`config.mk`:
```
export PLATFORM = sky130hd
export DESIGN_NAME = seg_scan_driver
export DESIGN_NICKNAME = d
export VERILOG_FILES = /design/src/rtl/seg_scan_driver.sv
export SDC_FILE = /design/constraint.sdc
export NUM_CORES = 1
export LEC_CHECK = 0
export ABC_CLOCK_PERIOD_IN_PS = 5100
export CELL_PAD_IN_SITES_DETAIL_PLACEMENT = 1
export CELL_PAD_IN_SITES_GLOBAL_PLACEMENT = 1
export CORE_MARGIN = 2
export CORE_UTILIZATION = 33
export CTS_BUF_LIST = sky130_fd_sc_hd__clkbuf_4 sky130_fd_sc_hd__clkbuf_8
export DETAILED_ROUTE_END_ITERATION = 12
export GPL_ROUTABILITY_DRIVEN = 0
export PLACE_DENSITY = 0.59
export SYNTH_ARGS = -nofsm -noshare
export SYNTH_HDL_FRONTEND = slang
export SYNTH_SLANG_ARGS = --single-unit
export TNS_END_PERCENT = 5
```
`constraint.sdc`:
```
create_clock -name clk -period 5.1 [get_ports clk]
set_input_delay 1.02 -clock clk [delete_from_list [all_inputs] [get_ports clk]]
set_output_delay 1.02 -clock clk [all_outputs]
set_load 0.02 [all_outputs]
```
`src/rtl/seg_scan_driver.sv`:
```
// seg_scan_driver: scans four hex digits onto a common-anode 7-segment
// display, snapshotting q0..q3/dp_in once per frame so digits never tear.
//
// Parameters:
//   SCAN_DIV    clk cycles per digit slot (>= 8)
//   LZB         1 = blank leading zeros on digits 3..1
// Optional build macro:
//   SEG_GHOST_BLANK_EN  holds all anodes off for the first SCAN_DIV/8
//                       clks of each slot (anti-ghosting dead time)
// Ports:
//   clk, rst        clock, async active-low reset
//   q0..q3          digit values, q0 rightmost
//   dp_in           decimal-point request per digit, 1 = lit
//   an              anode enables, active-low one-hot
//   seg             segments {g,f,e,d,c,b,a}, active-low
//   dp              decimal point, active-low
//   frame_start     1-clk pulse when a new snapshot takes effect
module seg_scan_driver #(
    parameter int SCAN_DIV = 50000,
    parameter int LZB      = 1
) (
    input  logic       clk,
    input  logic       rst,
    input  logic [3:0] q0,
    input  logic [3:0] q1,
    input  logic [3:0] q2,
    input  logic [3:0] q3,
    input  logic [3:0] dp_in,
    output logic [3:0] an,
    output logic [6:0] seg,
    output logic       dp,
    output logic       frame_start
);

    localparam int CW = $clog2(SCAN_DIV);
    localparam logic [CW-1:0] DIV_MAX = CW'(SCAN_DIV - 1);

    logic [CW-1:0] div_cnt;
    logic [1:0]    dig;
    logic [3:0]    snap_q0, snap_q1, snap_q2, snap_q3;
    logic [3:0]    snap_dp;
    logic          tick;
    logic          frame_end;

    logic [3:0]    cur_val;
    logic          raw_blank;
    logic          blank;
    logic [3:0]    an_nxt;
    logic [6:0]    seg_nxt;
    logic          dp_nxt;

    function automatic logic [6:0] hex7(input logic [3:0] v);
        logic [6:0] s;
        unique case (v)
            4'h0: s = 7'b1000000;
            4'h1: s = 7'b1111001;
            4'h2: s = 7'b0100100;
            4'h3: s = 7'b0110000;
            4'h4: s = 7'b0011001;
            4'h5: s = 7'b0010010;
            4'h6: s = 7'b0000010;
            4'h7: s = 7'b1111000;
            4'h8: s = 7'b0000000;
            4'h9: s = 7'b0010000;
            4'hA: s = 7'b0001000;
            4'hB: s = 7'b0000011;
            4'hC: s = 7'b1000110;
            4'hD: s = 7'b0100001;
            4'hE: s = 7'b0000110;
            default: s = 7'b0001110;
        endcase
        return s;
    endfunction

    assign tick      = (div_cnt == DIV_MAX);
    assign frame_end = tick && (dig == 2'd3);

    always_ff @(posedge clk or negedge rst) begin
        if (!rst) begin
            div_cnt <= '0;
            dig     <= 2'd0;
        end else begin
            div_cnt <= tick ? '0 : div_cnt + 1'b1;
            if (tick)
                dig <= dig + 2'd1;
        end
    end

    // Snapshot lands on the same edge dig wraps to 0, so a frame
    // always starts on digit 0 with fresh values.
    always_ff @(posedge clk or negedge rst) begin
        if (!rst) begin
            snap_q0 <= 4'd0;
            snap_q1 <= 4'd0;
            snap_q2 <= 4'd0;
            snap_q3 <= 4'd0;
            snap_dp <= 4'd0;
        end else if (frame_end) begin
            snap_q0 <= q0;
            snap_q1 <= q1;
            snap_q2 <= q2;
            snap_q3 <= q3;
            snap_dp <= dp_in;
        end
    end

    always_comb begin
        cur_val   = snap_q0;
        raw_blank = 1'b0;
        unique case (dig)
            2'd0: begin
                cur_val   = snap_q0;
                raw_blank = 1'b0;
            end
            2'd1: begin
                cur_val   = snap_q1;
                raw_blank = (snap_q3 | snap_q2 | snap_q1) == 4'd0;
            end
            2'd2: begin
                cur_val   = snap_q2;
                raw_blank = (snap_q3 | snap_q2) == 4'd0;
            end
            default: begin
                cur_val   = snap_q3;
                raw_blank = (snap_q3 == 4'd0);
            end
        endcase
        blank   = (LZB != 0) && raw_blank;
        seg_nxt = blank ? 7'h7F : hex7(cur_val);
        dp_nxt  = ~snap_dp[dig];
        an_nxt  = ~(4'b0001 << dig);
`ifdef SEG_GHOST_BLANK_EN
        if (div_cnt < CW'(SCAN_DIV / 8))
            an_nxt = 4'b1111;
`endif
    end

    always_ff @(posedge clk or negedge rst) begin
        if (!rst) begin
            an          <= 4'b1111;
            seg         <= 7'h7F;
            dp          <= 1'b1;
            frame_start <= 1'b0;
        end else begin
            an          <= an_nxt;
            seg         <= seg_nxt;
            dp          <= dp_nxt;
            frame_start <= frame_end;
        end
    end

endmodule

```
# Yosys cells after proc, flatten, opt, wreduce, memory -nomap -nowiden
# Memories as Yosys holds them, arrays and structs flattened.
# Cells that the tools add are included.
# classes
addsub,2
mul,0
div,0
n_lt_le_gt_ge,1
n_eq_ne,4
shift,1
mux,6
bitwise_logic,4
reduce_logical,5
# ops
cell,count
$add A16 B1 Y16 const B,1
$eq A16 B16 Y1 const B,1
$mux W16,1
$logic_not A4 Y1,3
$pmux W4 S3,1
$or A4 B4 Y4,2
$mux W7,1
$eq A2 B2 Y1 const B,2
$not A4 Y4,1
$shl A1 B2 Y4 const A,1
$lt A2 B3 Y1 const B,1
$pmux W1 S3,1
$add A2 B1 Y2 const B,1
$bmux W1 S2,1
$eq A2 B1 Y1 const B,1
$logic_not A2 Y1,1
$logic_and A1 B1 Y1,1
$mux W1,1
$not A1 Y1,1
# totals
reg_bits,51
latch_bits,0
ramBits,0
mem_bits_ro,112
inputBits,22
output_inout_bits,13
elab_cells,35
mem_count,1
# mem_list
memory,depth,width,read_ports,rd_ports_with_merged_regs,wr,line,rtl
(no name shown),16,7,1,0,0,54,unique case (v)

# Longest topological paths before layout
# depth
word_depth,5
ltp_mapped,10
depth_no_buf,10

# Least setup slack after synthesis
# OpenSTA, ideal clock, no wires.
# synth_timing
kind,register -> register
startpoint,register dig[0]
endpoint,register seg[0]
setup_ns,0.088
arrival_time_ns,1.984
required_ns,5.012
path_slack_ns,3.027
stages_incl_launch_ff,10
path_buffers,1
synth_period_minus_slack_ns,2.073
cell_sequence,dfrtp_1 -> ha_1 -> inv_2 -> buf_2 -> o2bb2ai_1 -> inv_1 -> ha_1 -> a211o_2 -> o22ai_1 -> a22oi_1
# synth_via
elab_chain_len,4
word_cells_on_any_way,7
classes_between,eq/ne (2); mux (3); reduce/logical (1); memory (1)
# synth_rtl
element,line,rtl
start: declaration,39,logic [1:0] dig;
start signal: assignment,85,dig <= dig + 2'd1;
"$eq A2 B2 Y1, or another cell as far along",110,unique case (dig)
$pmux W4 S3,110,
$mem_v2 Z16 W7,-,
$mux W7 *,129,seg_nxt = blank ? 7'h7F : hex7(cur_val);
net seg_nxt[0],49,logic [6:0] seg_nxt;
end signal: assignment,146,seg <= seg_nxt;
end: declaration,30,"output logic [6:0] seg,"
# Mark *: on every way through the listed nets, which the timed path passes. The rest lies on a longest branch.
# A chain may end at the register's enable or synchronous reset.

# Final worst setup path
# layout_timing
startpoint,register div_cnt[0]
endpoint,register snap_dp[2]
# layout_via
elab_chain_len,2
# layout_rtl
element,line,rtl
start: declaration,38,logic [CW-1:0] div_cnt;
start signal: assignment,83,div_cnt <= tick ? '0 : div_cnt + 1'b1;
$eq A16 B16 Y1,75,assign tick = (div_cnt == DIV_MAX);
$logic_and A1 B1 Y1,76,assign frame_end = tick && (dig == 2'd3);
end signal: assignment,103,snap_dp <= dp_in;
end: declaration,41,logic [3:0] snap_dp;
# No other way between the ends.

==> results_dict.tcl <==
set metrics [dict create \
    grt_pass1_wl_mm 8.81 \
    drt-pass1-iter-count 8 \
    dp.final_hpwl_mm 3.84 \
    hp-start "div_cnt[0]" \
    regArea_sq_mm 0.00129 \
    syn_inst 201 \
    yosysUniqueCellTypes 48 \
    min_period_over_period 0.498 \
    p_clk_frac 0.323 \
    fillers 830 \
    power_density_mw_per_mm2 246 \
    fin_nets 270 \
    insertion_delay_ns 0.31 \
    cts_root_buf "clkbuf_8" \
    leakage_nw 1.39 \
    cts.sinks 51 \
    tns_ns 0 \
    cp.arrival_ns 2.73 \
    die-height_microns 92.3 \
    yosysTopAreaCell "dfrtp_1" \
    regToRegEndpoint "snap_dp[2]" \
    via_per_inst 5.00 \
    rows 32 \
    antenna_found_initial 0 \
    p_seq_frac 0.569 \
    h-tree-depth 2 \
    slew_headroom 0.510 \
    drive_gt1_frac 0.224 \
    dieArea_sq_mm 0.00851 \
    syn_nets 235 \
    vdd_drop_max_mv 0.119 \
    r2r-start "div_cnt[0]" \
    yosysTopAreaCellShare 0.380 \
    p_sw_frac 0.244 \
    wl_per_cell_microns 15.6 \
    slew_violations 0 \
    ys_ff_latch 51 \
    hold_viol_final 0 \
    hold_buffers 0 \
    synth.cell_area_sq_mm 0.00257 \
    drt_iter0_drc 54 \
    initial_core_util 0.336 \
    worstHoldPathCells 1 \
    gr-total-overflow 0 \
    p_comb_frac 0.108 \
    place_inst 331 \
    ys_warn_count 0 \
    setup_viol 0 \
    cts_setup_buffers 0 \
    grt_use_total 0.134 \
    clock_skew_ns 0.0126 \
    setup_slack_ns 2.56 \
    fin_cells 339 \
    hold_end "div_cnt[0]" \
    p_sw_uw 184 \
    fmax_mhz 394 \
    grt_max_degree 52 \
    synth_area_per_cell_sq_um 12.8 \
    cts_max_path_buffers 2 \
    cts_buffers 5 \
    internal_power_uw 571 \
    synthArstFlopShare 1.00 \
    crit_fanout 21 \
    min_path_type "register to register" \
    dp_worst_setup_slack_ns 2.52 \
    ant_nets 0 \
    rr_worst_depth 5 \
    crit_type "register to register" \
    worstSetupStartpointType "register" \
    r2r_slack_ns 2.56 \
    die_x_microns 92.3 \
    port_buffers 34 \
    maxCapViolCount 0 \
    worstMarginPinSlew_ns 0.736 \
    core_area_sq_mm 0.00765 \
    via_count 1694 \
    cts_tree "yes" \
    cp.required_ns 5.29 \
    status "complete, no violations" \
    diodes 0 \
    drc_errors 0 \
    wl_mm 5.30 \
    synth_area_leaders "dfrtp_1 38%, dfstp_2 12%, mux2_4 11%, ha_1 5.8%, xor2_1 2.4%" \
    synth_edf_count 0 \
    ys.flop_type "dfrtp_1" \
    rsz0062_at_grt "false" \
    first_global_vias 1709 \
    multi_input_area_sq_mm 0.00117 \
    post-route-min-period_ns 2.54 \
    endpoint_kind "register" \
    path_clk_slew_ns 0.10 \
    io_pins 35 \
    ys_seq_area_frac 0.502 \
    ctsResizeCount 0 \
    hold_slack_ns 0.465 \
    syn2layout_area_growth_pct 19.6 \
]
==> layout by cell type, fill, tap and decap left out, types with 2 or more instances in the layout <==
cell,count
dfstp_2,12
a21o_1,2
dfrtp_1,39
mux2i_1,4
a22oi_1,3
and3_1,5
xor2_1,7
and4_1,3
a222oi_1,3
nand2_1,5
a21oi_1,6
clkdlybuf4s50_1,33
nand3_1,7
nand2_2,2
o221ai_2,2
nor2b_1,5
mux2_4,19
nand2b_1,3
a21oi_2,2
xnor2_1,5
clkbuf_8,5
nor2_1,6
a211oi_1,4
inv_1,12
ha_1,12
nand4_1,3
or4_1,3
==> power by group through the flow <==
stage | Sequential, mW | Clock [mW] | Combinational, mW
final | 0.430 | 0.244 | 0.0817
after global routing | 0.431 | 0.276 | 0.0896
after CTS | 0.430 | 0.255 | 0.0835
after detailed placement | 0.437 | 0 | 0.0835
after global placement | 0.437 | 0 | 0.0826
after floorplan | 0.442 | 0 | 0.0358
==> per-stage QoR <==
step	util	cell area (sq um)	power, mW
floorplan	-	2570	0.477
global placement	0.390	2980	0.520
detailed placement	0.390	2980	0.521
CTS	0.402	3070	0.768
global route	0.402	3070	0.797
finish	0.402	3070	0.755
==> layer usage <==
metal	share of wire	track usage	vias to the layer above
li1	-	-	790
met1	0.47	0.179	862
met2	0.48	0.218	37
met3	0.037	0.0312	5
met4	0.013	0.0373	0
met5	0	0	-
==> sequential cells by signal, summed over array words and instances (netlist names), 2 cells and up <==
signal / cells
an: 4
dig: 2
snap_q2: 4
div_cnt: 16
snap_dp: 4
snap_q3: 4
snap_q0: 4
seg: 7
snap_q1: 4
==> Yosys cell counts (all sizes together) (5+ instances only) <==
library cell and n:
xor2 7, ha 12, nor2b 5, nor2 6, and3 5, xnor2 5
mux2 21, nand2 7, dfrtp 39, nand3 7, dfstp 12, inv 13
a21oi 8, buf 6
==> cell type report <==
type / count / share of cell area
repair buffers: 35 / 0.112
inverters: 13 / 0.0159
clock buffers: 6 / 0.0248
clock inverters: 2 / 0.00529
multi-input cells: 130 / 0.381
well taps: 102 / 0.0415
flip-flops and latches: 51 / 0.420
==> logic make-up after synthesis <==
kind of cell    count (synthesis)  synth area share
buf+inv                        20            0.0419
flops                          51             0.502
simple gates                   47             0.110
compound gates                 33             0.102
xor+xnor                       12            0.0409
fa+ha+maj                      12            0.0584
mux                            26             0.144
==> how the worst max path moves through the flow <==
| stage | from | end | slack [ns] | cells past startpoint |
|---|---|---|---|---|
| after floorplan | dig[0] | seg[0] | 3.03 | 9 |
| after global placement | div_cnt[0] | snap_q1[0] | 2.55 | 5 |
| after detailed placement | div_cnt[0] | snap_q2[3] | 2.52 | 5 |
| after CTS | div_cnt[0] | snap_q2[3] | 2.49 | 5 |
| after global routing | div_cnt[0] | snap_dp[3] | 2.34 | 5 |
| final | div_cnt[0] | snap_dp[2] | 2.56 | 5 |
==> worst max-delay path, stage by stage, from the launching register on <==
cell,delay (ns)
dfrtp_1,0.38
ha_1,0.27
and3_1,0.25
and4_1,0.53
nand2_2,0.53
mux2_4,0.46
Note: power is estimated with default switching activity, not from simulation.
==> patch: new RTL, config.mk and constraints unchanged <==
`SCAN_DIV`: 50000 -> 200000.
--- a/src/rtl/seg_scan_driver.sv
+++ b/src/rtl/seg_scan_driver.sv
@@ -18,3 +18,3 @@
 module seg_scan_driver #(
-    parameter int SCAN_DIV = 50000,
+    parameter int SCAN_DIV = 200000,
     parameter int LZB      = 1
Function: same outputs for any inputs over 10 cycles, from zero or initial values and one cycle with rst low; that may be too few to reach the edited logic, so the function may still have changed.
==> patch against the unedited design <==
- fmax is 2.1% higher
- worst setup slack gained 0.052 ns
- sequential power is 3% higher
- first-iteration DRC count fell by 39%
- synthesized area increased by 4.5%
- critical path depth rose by 4
- routed wire length up 3.8%
- sequential cell count is 2 higher
- total power grew 6.2%
- design area increased by 4.8%
- non-clock buffer count did not move
==> patch: results (changes against the unedited design) <==
metric,value,unit,change
reg2reg_slack,2.61,ns,+0.05 ns
synth_mux_area_share,13.93,%,-0.48 points
nNetsFinal,284,,+5.2%
syn-num-nets,247,,+5.1%
via_per_inst,4.997,,about the same
dp.cells,345,,+4.2%
largestRegisters,"div_cnt x18, seg x7",,
ir_worst_vdd,0.00009913,V,-16%
grt_max_degree,54,,+3.8%
grt.total_usage,13.56,%,+0.16 points
synth-xor-area-share,4.891,%,+0.80 points
firstDrtPassIters,4,,-4
syn_area_per_cell,12.61,sq um,-1.4%
crit_slowest_cell,dfrtp_1,,
seq_area_frac_synth,49.93,%,-0.31 points
p_leak,1.430,nW,+2.8%
synth_compound_area_share,8.943,%,-1.3 points
hpwl,3939,um,+2.6%
hp-start,div_cnt[17],,
switchingPower,178.0,uW,-3.4%
drt-initial-drc-count,33,,-39%
synth_top_cells_by_area,"dfrtp_1 (38%), dfstp_2 (12%), mux2_4 (11%)",,
holdPathEnd,div_cnt[17],,
ys_types,45,,-6.3%
whs_path_depth,1,,unchanged
cp_max_fo,5,,-76%
reg2reg_depth,9,,+4
r2r-start,dig[0],,
r2r_end,seg[0],,
tightest_slew,0.7046,ns,-0.03106 ns
grt_pass1_vias,1894,,+11%
grt_pass1_wl,9390,um,+6.6%
die-area,8878,sq um,+4.3%
wl_per_cell,15.63,um,about the same
cpPeakStageDelay,0.46,ns,-0.07 ns
status,"complete, no violations",,
drive_gt1_share,19.60,%,-2.8 points
clock_skew,0.007194,ns,-0.005412 ns
vias,1759,,+3.8%
arrival,2.70,ns,-0.03 ns
-- patch: changes by cell type after synthesis, sizes merged, moves of 4 or more --
cell and delta:
nand3 +10, xnor2 +5, nor2 +4, nor4 +4
-- patch: through the flow --
stage / hold WS (ns) / setup slack (ns) / area, sq um
6_report: 0.5193 / 2.612 / 3222
5_1_grt: 0.5413 / 2.361 / 3222
4_1_cts: 0.5217 / 2.634 / 3222
3_5_place_dp: 0.4981 / 2.655 / 3118
3_3_place_gp: 0.4919 / 2.664 / 3118
2_1_floorplan: 0.4667 / 3.020 / 2686
-- patch: layout make-up --
cell class	count	area, sq um	share of cell area, %
tap	102	127.6	3.961
sequential	53	1341	41.63
clock inverter	2	35.03	1.087
clock buffer	5	68.82	2.136
multi-input combinational	142	1257	39.03
timing repair buffer	35	342.8	10.64
inverter	13	48.80	1.515
-- patch: metal layers --
metal  track usage, %  share of wire, %  up-vias
met4            3.502              0.76        0
met3            2.970               3.6        5
li1                 -                 -      839
met2            23.45                50       30
met5                0                 0        -
met1            17.13                45      885
-- patch: worst max path at each step --
stage / to / start / depth (start not counted) / slack [ns]
final: seg[0] / dig[0] / 9 / 2.61
after global routing: seg[0] / dig[0] / 9 / 2.36
after CTS: seg[0] / dig[0] / 9 / 2.63
after detailed placement: seg[0] / dig[0] / 9 / 2.65
after global placement: seg[0] / dig[0] / 9 / 2.66
after floorplan: seg[0] / dig[0] / 9 / 3.02
-- patch: power groups by stage --
stage / clock [mW] / combinational [mW] / sequential [mW]
3_5_place_dp: 0 / 0.0806 / 0.453
6_report: 0.278 / 0.0794 / 0.445
5_1_grt: 0.303 / 0.0872 / 0.447
4_1_cts: 0.286 / 0.0809 / 0.445
3_3_place_gp: 0 / 0.0797 / 0.453
2_1_floorplan: 0 / 0.0325 / 0.458
